===== config.mk =====
export PLATFORM = sky130hd
export DESIGN_NAME = oam_dma
export DESIGN_NICKNAME = d
export VERILOG_FILES = /design/src/rtl/nes_bus_pkg.sv /design/src/rtl/oam_dma.sv
export SDC_FILE = /design/constraint.sdc
export NUM_CORES = 1
export LEC_CHECK = 0
export CAP_MARGIN = 25
export CORE_MARGIN = 2
export CORE_UTILIZATION = 45
export DETAILED_ROUTE_END_ITERATION = 8
export PLACE_DENSITY = 0.89
export REMOVE_ABC_BUFFERS = 1
export SLEW_MARGIN = 15
export SYNTH_ARGS = -nofsm -noshare
export SYNTH_HDL_FRONTEND = slang
export SYNTH_SLANG_ARGS = --single-unit

===== constraint.sdc =====
create_clock -name clk -period 4.9 [get_ports clk]
set_clock_uncertainty 0.2 [all_clocks]
set_input_delay 0.98 -clock clk [delete_from_list [all_inputs] [get_ports clk]]
set_output_delay 0.98 -clock clk [all_outputs]
set_load 0.05 [all_outputs]

===== src/rtl/nes_bus_pkg.sv =====
// Shared NES system-bus definitions: OAM DMA state encoding and the
// register addresses the DMA engine snoops and targets.
package nes_bus_pkg;

  typedef enum logic [2:0] {
    IDLE,
    HALT,
    ALIGN,
    READ,
    WRITE
  } dma_state_t;

  localparam logic [15:0] ADDR_OAMDMA  = 16'h4014;
  localparam logic [15:0] ADDR_OAMDATA = 16'h2004;

endpackage : nes_bus_pkg


===== src/rtl/oam_dma.sv =====
// Sprite DMA engine: a CPU write to TRIGGER_ADDR copies page $XX00-$XXFF
// to OAM_PORT one byte per read/write pair while holding the CPU paused.
module oam_dma
  import nes_bus_pkg::*;
#(
  parameter logic [15:0] TRIGGER_ADDR = ADDR_OAMDMA,
  parameter logic [15:0] OAM_PORT     = ADDR_OAMDATA
) (
  input  logic        clk,
  input  logic        reset_n,
  input  logic        ce,
  input  logic [15:0] cpu_aout,
  input  logic [7:0]  cpu_dout,
  input  logic        cpu_mw,
  input  logic [7:0]  mem_din,
  output logic        cpu_pause,
  output logic [15:0] dma_aout,
  output logic [7:0]  dma_dout,
  output logic        dma_mr,
  output logic        dma_mw,
  output logic        dma_done
);

  dma_state_t state_q, state_d;
  logic       odd_q;
  logic [7:0] page_q, page_d;
  logic [7:0] idx_q, idx_d;
  logic [7:0] buf_q, buf_d;

  // NOTE: every signal driven here gets a default first, so no path through
  // the case statement can leave one unassigned and infer a latch.
  always_comb begin
    state_d   = state_q;
    page_d    = page_q;
    idx_d     = idx_q;
    buf_d     = buf_q;
    dma_aout  = 16'h0000;
    dma_dout  = buf_q;
    dma_mr    = 1'b0;
    dma_mw    = 1'b0;
    dma_done  = 1'b0;
    cpu_pause = (state_q != IDLE);

    case (state_q)
      IDLE: begin
        if (cpu_mw && (cpu_aout == TRIGGER_ADDR)) begin
          page_d  = cpu_dout;
          idx_d   = 8'h00;
          state_d = HALT;
        end
      end
      // odd_q=1 now means the following cycle is a get cycle, so READ may
      // start there; otherwise one ALIGN cycle pushes it onto even parity.
      HALT:  state_d = odd_q ? READ : ALIGN;
      ALIGN: state_d = READ;
      READ: begin
        dma_aout = {page_q, idx_q};
        dma_mr   = 1'b1;
        buf_d    = mem_din;
        state_d  = WRITE;
      end
      WRITE: begin
        dma_aout = OAM_PORT;
        dma_mw   = 1'b1;
        idx_d    = idx_q + 8'h01;
        if (idx_q == 8'hFF) begin
          dma_done = 1'b1;
          state_d  = IDLE;
        end else begin
          state_d  = READ;
        end
      end
      default: state_d = IDLE;
    endcase
  end

  // NOTE: sequential state uses non-blocking assignments so every register
  // samples the pre-edge values of the others, independent of statement order.
  always_ff @(posedge clk or negedge reset_n) begin
    if (!reset_n) begin
      state_q <= IDLE;
      odd_q   <= 1'b0;
      page_q  <= 8'h00;
      idx_q   <= 8'h00;
      buf_q   <= 8'h00;
    end else if (ce) begin
      state_q <= state_d;
      odd_q   <= ~odd_q;
      page_q  <= page_d;
      idx_q   <= idx_d;
      buf_q   <= buf_d;
    end
  end

endmodule : oam_dma


==> run_summary.xml, run 1 <==
<?xml version="1.0" encoding="UTF-8"?>
<metrics>
  <group name="outcome">
    <metric name="status" unit="">completed</metric>
  </group>
  <group name="grt">
    <metric name="grt_max_degree" unit="">29</metric>
    <metric name="gr-total-overflow" unit="">0</metric>
    <metric name="grt_pass1_vias" unit="">1355</metric>
    <metric name="track_usage" unit="%">22.62</metric>
    <metric name="initial_antenna_violation_count" unit="">0</metric>
    <metric name="grt_pass1_wl" unit="um">6161</metric>
  </group>
  <group name="yosys">
    <metric name="synth_cells" unit="">138</metric>
    <metric name="yosys_most_used_dff" unit="">sky130_fd_sc_hd__dfrtp_1</metric>
    <metric name="synth_area_leader_cell" unit="">sky130_fd_sc_hd__dfrtp_1</metric>
    <metric name="synth-seq-area-share" unit="%">46.98</metric>
    <metric name="ys_types" unit="">33</metric>
    <metric name="syn_area_per_cell" unit="um^2">10.81</metric>
    <metric name="edff_count_synth" unit="">0</metric>
    <metric name="synth_largest_type_area_fraction" unit="%">46.98</metric>
    <metric name="async_flop_share" unit="%">100.0</metric>
    <metric name="yosys_warnings" unit="">0</metric>
    <metric name="mappedNetlistArea" unit="mm^2">0.001491</metric>
    <metric name="yosys_register_bits" unit="">28</metric>
    <metric name="synthTopCellsByArea" unit="">sky130_fd_sc_hd__dfrtp_1 (47%), sky130_fd_sc_hd__mux2_2 (12%), sky130_fd_sc_hd__and3_1 (7.6%)</metric>
  </group>
  <group name="placed_design">
    <metric name="postPlaceCellArea" unit="mm^2">0.002158</metric>
    <metric name="placed_cells_incl_taps" unit="">241</metric>
    <metric name="dp_hpwl" unit="um">2910</metric>
    <metric name="place.gp.congestion" unit="">0.8835</metric>
    <metric name="portBuffers" unit="">63</metric>
  </group>
  <group name="cts">
    <metric name="numClockSinks" unit="">28</metric>
    <metric name="cts_max_level" unit="">1</metric>
    <metric name="cts_post_setup_buffers_inserted" unit="">0</metric>
    <metric name="cts_hold_buf" unit="">0</metric>
    <metric name="clock_tree_from_tritoncts" unit="">yes</metric>
    <metric name="clk_path_buf_depth" unit="">2</metric>
    <metric name="clock_tree_root" unit="">sky130_fd_sc_hd__clkbuf_4</metric>
    <metric name="numCtsBuffers" unit="">3</metric>
    <metric name="cts-resized-gates" unit="">0</metric>
    <metric name="clk_latency" unit="ps">340</metric>
    <metric name="clkTransAtPathRegs" unit="ps">160</metric>
  </group>
  <group name="timing">
    <metric name="timing.final.setup_violations" unit="">0</metric>
    <metric name="timing.max_slew.rel_slack" unit="%">46.35</metric>
    <metric name="clock.fmax" unit="MHz">246.7</metric>
    <metric name="post-route-period-util" unit="%">82.74</metric>
    <metric name="final_max_slew_viol_count" unit="">0</metric>
    <metric name="tightest_slew" unit="ps">801.7</metric>
    <metric name="grt_setup_unrepaired" unit="">no</metric>
    <metric name="report.final.hold_viol_count" unit="">0</metric>
    <metric name="timing.setup.tns" unit="ps">0</metric>
    <metric name="finalWorstPathRequiredPeriod" unit="ps">4054</metric>
  </group>
  <group name="hold_path">
    <metric name="worstHoldPathType" unit="">reg2reg</metric>
  </group>
  <group name="worst_setup_path">
    <metric name="critPathMaxFanout" unit="">16</metric>
    <metric name="timing.critical_path.buf_inv" unit="">1</metric>
    <metric name="cp_slowest_cell" unit="">sky130_fd_sc_hd__clkdlybuf4s50_1</metric>
    <metric name="timing.critical_path.cells" unit="">nor2_1, and2_1, nand2_1, nand2_1, clkdlybuf4s50_1</metric>
    <metric name="worst_setup_path_end_kind" unit="">primary output</metric>
    <metric name="cp_slowest_stage_delay" unit="ps">820</metric>
    <metric name="cpLargestDelayFamily" unit="">simple AND/OR/NAND/NOR gates</metric>
    <metric name="critPathMostFrequentCell" unit="">sky130_fd_sc_hd__nand2_1</metric>
    <metric name="crit_required" unit="ps">3720</metric>
    <metric name="critPathKind" unit="">reg2out</metric>
    <metric name="critical_path.startpoint_type" unit="">flop</metric>
    <metric name="critical_path_arrival" unit="ps">2870</metric>
  </group>
  <group name="layout">
    <metric name="design.final.nets" unit="">239</metric>
    <metric name="layout.cells.most_common_list" unit="">sky130_fd_sc_hd__clkdlybuf4s50_1 (63), sky130_fd_sc_hd__dfrtp_1 (28), sky130_fd_sc_hd__and3_1 (18)</metric>
    <metric name="stdcell_area" unit="mm^2">0.002211</metric>
    <metric name="area.growth.synth_to_final" unit="%">48.24</metric>
    <metric name="diodes" unit="">0</metric>
    <metric name="final-instance-count-excl-fill" unit="">245</metric>
    <metric name="fill_cells" unit="">246</metric>
    <metric name="post_route_cells_drive_above_1_share" unit="%">16.92</metric>
    <metric name="layout_commonest_cell" unit="">sky130_fd_sc_hd__clkdlybuf4s50_1</metric>
  </group>
  <group name="detailed_routing">
    <metric name="wl_per_cell" unit="um">15.95</metric>
    <metric name="vias" unit="">1354</metric>
    <metric name="via_per_inst" unit="">5.527</metric>
    <metric name="drt_iter0_drc" unit="">101</metric>
    <metric name="antenna_violating_nets_remaining" unit="">0</metric>
    <metric name="post-route-drc-count" unit="">0</metric>
    <metric name="route.final.wire_length" unit="um">3907</metric>
    <metric name="dr.pass1.iters" unit="">4</metric>
  </group>
  <group name="floorplan">
    <metric name="ports" unit="">64</metric>
    <metric name="die_w" unit="um">61.57</metric>
    <metric name="design.core.area" unit="mm^2">0.003103</metric>
    <metric name="die_h" unit="um">61.57</metric>
    <metric name="start_util" unit="%">48.06</metric>
    <metric name="std_cell_rows" unit="">20</metric>
    <metric name="die_area" unit="mm^2">0.003791</metric>
  </group>
  <group name="pwr">
    <metric name="total_switching_power" unit="uW">474.1</metric>
    <metric name="netSwitchingFraction" unit="%">45.17</metric>
    <metric name="p_per_area" unit="mW/mm^2">474.8</metric>
    <metric name="vdd_ir_drop_max" unit="uV">503.5</metric>
    <metric name="p_int" unit="uW">575.5</metric>
    <metric name="sequentialPowerShare" unit="%">34.4</metric>
    <metric name="clock_power_share" unit="%">14.7</metric>
    <metric name="power_frac_comb" unit="%">50.9</metric>
    <metric name="power.leakage" unit="uW">0.001011</metric>
    <metric name="design_power_total" unit="uW">1050</metric>
  </group>
  <group name="run">
    <metric name="drv_cap" unit="">0</metric>
  </group>
</metrics>
-- flip-flops by register name, indices dropped and copies added, names as in the netlist --
name / flops
dma_dout: 8
idx_q: 8
page_q: 8
state_q: 3
odd_q: 1
-- cell usage after synthesis (2+ instances only) --
library cell               count
sky130_fd_sc_hd__and2_1        2
sky130_fd_sc_hd__dfrtp_1      28
sky130_fd_sc_hd__o21ai_0       8
sky130_fd_sc_hd__nand3_1       4
sky130_fd_sc_hd__and3_1       18
sky130_fd_sc_hd__nor2_1        5
sky130_fd_sc_hd__a22o_2        5
sky130_fd_sc_hd__nand2_1      13
sky130_fd_sc_hd__nand4_1       4
sky130_fd_sc_hd__nor4b_1       2
sky130_fd_sc_hd__inv_1         6
sky130_fd_sc_hd__clkbuf_1      4
sky130_fd_sc_hd__mux2i_1       2
sky130_fd_sc_hd__nor2b_1       2
sky130_fd_sc_hd__mux2_2       16
sky130_fd_sc_hd__o211ai_1      2
-- per-layer routing --
layer  vias up  GRT usage (%)  share of wire (%)
li1        628              -                  -
met3        15          5.882                7.0
met2        69          37.44                 49
met1       642          25.86                 40
met4         0          14.29                4.1
met5         -              0                  0
-- worst register-to-register path, cell delays in order, from the launching register on --
cell and delay [ps]:
sky130_fd_sc_hd__dfrtp_1 520, sky130_fd_sc_hd__nor2_1 660, sky130_fd_sc_hd__and2_1 370, sky130_fd_sc_hd__nand2_4 150, sky130_fd_sc_hd__mux2_2 300
-- path summary, 6_finish.rpt --
check	from	end	slack (ps)	cells past startpoint
min in group asynchronous	reset_n	idx_q[7]	790	2
max reg2reg	state_q[2]	dma_dout[5]	2600	4
max in group asynchronous	reset_n	page_q[4]	3430	2
min	odd_q	odd_q	280	1
min reg2reg	odd_q	odd_q	280	1
max	state_q[2]	dma_aout[2]	850	5
-- per-stage QoR --
stage | util, % | worst slack [ps] | hold slack [ps]
6_report | 71.25 | 845.7 | 278.2
2_1_floorplan | - | 1824 | 234.1
3_3_place_gp | 69.56 | 1419 | 247.1
5_1_grt | 71.25 | 698.3 | 292.6
4_1_cts | 71.25 | 887.8 | 277.0
3_5_place_dp | 69.56 | 1321 | 257.0
-- power groups by stage --
stage / logic (uW) / clock network [uW] / registers (uW)
after floorplan: 234 / 0 / 465
after global placement: 518 / 0 / 358
after detailed placement: 530 / 0 / 364
after CTS: 535 / 158 / 360
after global routing: 561 / 167 / 372
final: 534 / 154 / 361
-- layout make-up --
class | count | area, um^2 | share of cell area [%]
Inverter | 6 | 22.52 | 1.019
Clock inverter | 1 | 30.03 | 1.358
Tap cell | 44 | 55.05 | 2.490
Clock buffer | 3 | 22.52 | 1.019
Multi-Input combinational cell | 99 | 742.0 | 33.56
Timing Repair Buffer | 64 | 638.1 | 28.86
Sequential cell | 28 | 700.7 | 31.69
-- cells by family (layout without fill, tap and decap cells) --
logic type                 Yosys count  in the layout  share of synthesized area [%]
buffers and inverters               11             74                          3.271
xor gates and xnor gates             1              1                         0.5874
AOI/OAI and AO/OA                   18             18                          8.809
muxes                               19             19                          14.43
adders and majority gates            1              1                         0.8388
and+or+nand+nor                     60             60                          25.08
DFF                                 28             28                          46.98
No activity file was read; power rests on OpenSTA's default activity.
==> inputs of run 2 (changes only) <==
--- a/config.mk
+++ b/config.mk
@@ -7,9 +7,9 @@
 export LEC_CHECK = 0
 export CAP_MARGIN = 25
 export CORE_MARGIN = 2
-export CORE_UTILIZATION = 45
+export CORE_UTILIZATION = 38
 export DETAILED_ROUTE_END_ITERATION = 8
-export PLACE_DENSITY = 0.89
+export PLACE_DENSITY = 0.81
 export REMOVE_ABC_BUFFERS = 1
 export SLEW_MARGIN = 15
 export SYNTH_ARGS = -nofsm -noshare
==> constraint.sdc (replaced) <==
create_clock -name clk -period 3.56 [get_ports clk]
set_clock_uncertainty 0.2 [all_clocks]
set_input_delay 0.712 -clock clk [delete_from_list [all_inputs] [get_ports clk]]
set_output_delay 0.712 -clock clk [all_outputs]
set_load 0.05 [all_outputs]
==> run 2 against run 1 <==
Compared with the run above: critical path depth down 1; final area up 1.8%; via count down 4.3%; sequential share of layout area down 0.55 points; first-iteration DRC count down 32%; largest power group unchanged; largest cell class unchanged; register-to-register slack worse by 1200 ps; sequential cell count unchanged; worst hold slack worse by 13 ps; non-clock buffer count up 2; routed wire length down 8.4%.
==> run_summary.xml, run 2 (same netlist as run 1, synthesis figures left out) <==
<?xml version="1.0" encoding="UTF-8"?>
<metrics>
  <group name="timing">
    <metric name="final_max_slew_viol_count" unit="">0</metric>
    <metric name="finalWorstPathRequiredPeriod" unit="ps">3089</metric>
    <metric name="timing.final.setup_violations" unit="">0</metric>
    <metric name="tightest_slew" unit="ps">522.9</metric>
    <metric name="grt_setup_unrepaired" unit="">no</metric>
    <metric name="post-route-period-util" unit="%">86.78</metric>
    <metric name="hold-worst-slack" unit="ps">264.7</metric>
    <metric name="timing.setup.tns" unit="ps">0</metric>
    <metric name="clock.fmax" unit="MHz">323.7</metric>
    <metric name="timing.max_slew.rel_slack" unit="%">65.03</metric>
    <metric name="report.final.hold_viol_count" unit="">0</metric>
  </group>
  <group name="detailed_routing">
    <metric name="drt_iter0_drc" unit="">69</metric>
    <metric name="route.final.wire_length" unit="um">3577</metric>
    <metric name="vias" unit="">1296</metric>
    <metric name="wl_per_cell" unit="um">14.25</metric>
    <metric name="antenna_violating_nets_remaining" unit="">0</metric>
    <metric name="dr.pass1.iters" unit="">4</metric>
    <metric name="post-route-drc-count" unit="">0</metric>
    <metric name="via_per_inst" unit="">5.163</metric>
  </group>
  <group name="worst_setup_path">
    <metric name="timing.critical_path.cells" unit="">nor2_1, nand2_1, nor2_1, clkdlybuf4s50_1</metric>
    <metric name="critPathMaxFanout" unit="">8</metric>
    <metric name="reg2reg_from" unit="">state_q[1]</metric>
    <metric name="worst_r2r_path_depth" unit="">5</metric>
    <metric name="critPathKind" unit="">reg2out</metric>
    <metric name="critical_path.startpoint_type" unit="">flop</metric>
    <metric name="rrSetupSlack" unit="ps">1440</metric>
    <metric name="worst_setup_path_end_kind" unit="">primary output</metric>
    <metric name="cp_slowest_cell" unit="">sky130_fd_sc_hd__clkdlybuf4s50_1</metric>
    <metric name="crit_required" unit="ps">2650</metric>
    <metric name="critical_path_arrival" unit="ps">2180</metric>
    <metric name="critPathMostFrequentCell" unit="">sky130_fd_sc_hd__nor2_1</metric>
    <metric name="cpLargestDelayFamily" unit="">buffers and inverters</metric>
    <metric name="r2r_end" unit="">dma_dout[2]</metric>
    <metric name="timing.critical_path.buf_inv" unit="">1</metric>
    <metric name="cp_slowest_stage_delay" unit="ps">810</metric>
  </group>
  <group name="pwr">
    <metric name="clock_power_share" unit="%">16.8</metric>
    <metric name="vdd_ir_drop_max" unit="uV">569.5</metric>
    <metric name="sequentialPowerShare" unit="%">32.1</metric>
    <metric name="p_int" unit="uW">845.3</metric>
    <metric name="power.leakage" unit="uW">0.001029</metric>
    <metric name="p_per_area" unit="mW/mm^2">664.7</metric>
    <metric name="power_frac_comb" unit="%">51.2</metric>
    <metric name="netSwitchingFraction" unit="%">43.47</metric>
    <metric name="total_switching_power" unit="uW">650.0</metric>
  </group>
  <group name="grt">
    <metric name="gr-total-overflow" unit="">0</metric>
    <metric name="grt_max_degree" unit="">29</metric>
    <metric name="track_usage" unit="%">17.46</metric>
    <metric name="initial_antenna_violation_count" unit="">0</metric>
    <metric name="grt_pass1_wl" unit="um">6037</metric>
    <metric name="grt_pass1_vias" unit="">1327</metric>
  </group>
  <group name="placed_design">
    <metric name="place.gp.congestion" unit="">0.7949</metric>
    <metric name="portBuffers" unit="">63</metric>
    <metric name="dp_hpwl" unit="um">2693</metric>
  </group>
  <group name="run">
    <metric name="drv_cap" unit="">0</metric>
  </group>
  <group name="floorplan">
    <metric name="design.core.area" unit="mm^2">0.003716</metric>
    <metric name="ports" unit="">64</metric>
    <metric name="die_h" unit="um">66.65</metric>
    <metric name="start_util" unit="%">40.13</metric>
    <metric name="die_area" unit="mm^2">0.004442</metric>
    <metric name="std_cell_rows" unit="">22</metric>
    <metric name="die_w" unit="um">66.65</metric>
  </group>
  <group name="cts">
    <metric name="clk_path_buf_depth" unit="">2</metric>
    <metric name="numCtsBuffers" unit="">3</metric>
    <metric name="clock_tree_root" unit="">sky130_fd_sc_hd__clkbuf_8</metric>
    <metric name="cts_post_setup_buffers_inserted" unit="">0</metric>
    <metric name="clock_tree_from_tritoncts" unit="">yes</metric>
    <metric name="cts_hold_buf" unit="">0</metric>
    <metric name="numClockSinks" unit="">28</metric>
    <metric name="clkTransAtPathRegs" unit="ps">100</metric>
    <metric name="clk_latency" unit="ps">270</metric>
    <metric name="cts-resized-gates" unit="">0</metric>
    <metric name="cts_max_level" unit="">1</metric>
  </group>
  <group name="hold_path">
    <metric name="worstHoldPathType" unit="">reg2reg</metric>
    <metric name="min_delay_path_depth" unit="">1</metric>
    <metric name="min_from" unit="">odd_q</metric>
    <metric name="destination_of_the_worst_hold_path" unit="">odd_q</metric>
  </group>
  <group name="layout">
    <metric name="design.final.nets" unit="">241</metric>
    <metric name="diodes" unit="">0</metric>
    <metric name="layout_commonest_cell" unit="">sky130_fd_sc_hd__clkdlybuf4s50_1</metric>
    <metric name="area.growth.synth_to_final" unit="%">50.84</metric>
    <metric name="post_route_cells_drive_above_1_share" unit="%">17.73</metric>
    <metric name="layout.cells.most_common_list" unit="">sky130_fd_sc_hd__clkdlybuf4s50_1 (63), sky130_fd_sc_hd__dfrtp_1 (28), sky130_fd_sc_hd__and3_1 (18)</metric>
  </group>
  <group name="outcome">
    <metric name="status" unit="">completed</metric>
  </group>
</metrics>
run 2: changes by cell type in the layout (fill, tap and decap cells not counted):
cell                       previous run  this run
sky130_fd_sc_hd__clkbuf_8             0         3
sky130_fd_sc_hd__buf_4                1         3
sky130_fd_sc_hd__clkbuf_4             3         0
run 2: worst max-delay path by stage:
stage	from	endpoint	slack, ps	cells after the start
after global routing	state_q[2]	dma_aout[2]	360	5
after global placement	cpu_aout[8]	page_q[7]	490	6
after floorplan	state_q[2]	dma_aout[13]	750	4
after CTS	state_q[1]	dma_done	470	4
after detailed placement	cpu_aout[8]	page_q[6]	460	6
final	state_q[1]	dma_done	470	4
run 2: stage by stage:
step | power [uW] | area [um^2] | setup slack [ps] | util (%) | cells
6_report | 1495 | 2250 | 470.8 | 60.54 | 251
5_1_grt | 1574 | 2250 | 359.2 | 60.54 | 251
4_1_cts | 1504 | 2250 | 470.5 | 60.54 | 251
3_5_place_dp | 1247 | 2178 | 459.3 | 58.62 | 247
3_3_place_gp | 1237 | 2178 | 494.7 | 58.62 | 247
2_1_floorplan | 961.2 | 1465 | 751.7 | - | 133
run 2: per-layer routing:
metal	part of all wire (%)	track usage [%]	vias up
li1	-	-	632
met1	44	22.38	618
met2	47	29.13	42
met3	7.9	6.250	4
met4	0.64	2.041	0
met5	0	0	-
run 2: layout make-up:
cell class / instances / area (um^2)
Fill cell: 301 / 1466
Multi-Input combinational cell: 99 / 742.0
Timing Repair Buffer: 66 / 653.1
Inverter: 6 / 22.52
Tap cell: 48 / 60.06
Clock buffer: 3 / 41.29
Clock inverter: 1 / 30.03
Sequential cell: 28 / 700.7
run 2: power groups by stage:
stage               combinational [uW]  sequential (uW)  clock (uW)
floorplan                          322              639           0
global route                       812              494         269
detailed placement                 762              485           0
finish                             765              479         251
CTS                                770              480         255
global placement                   757              480           0
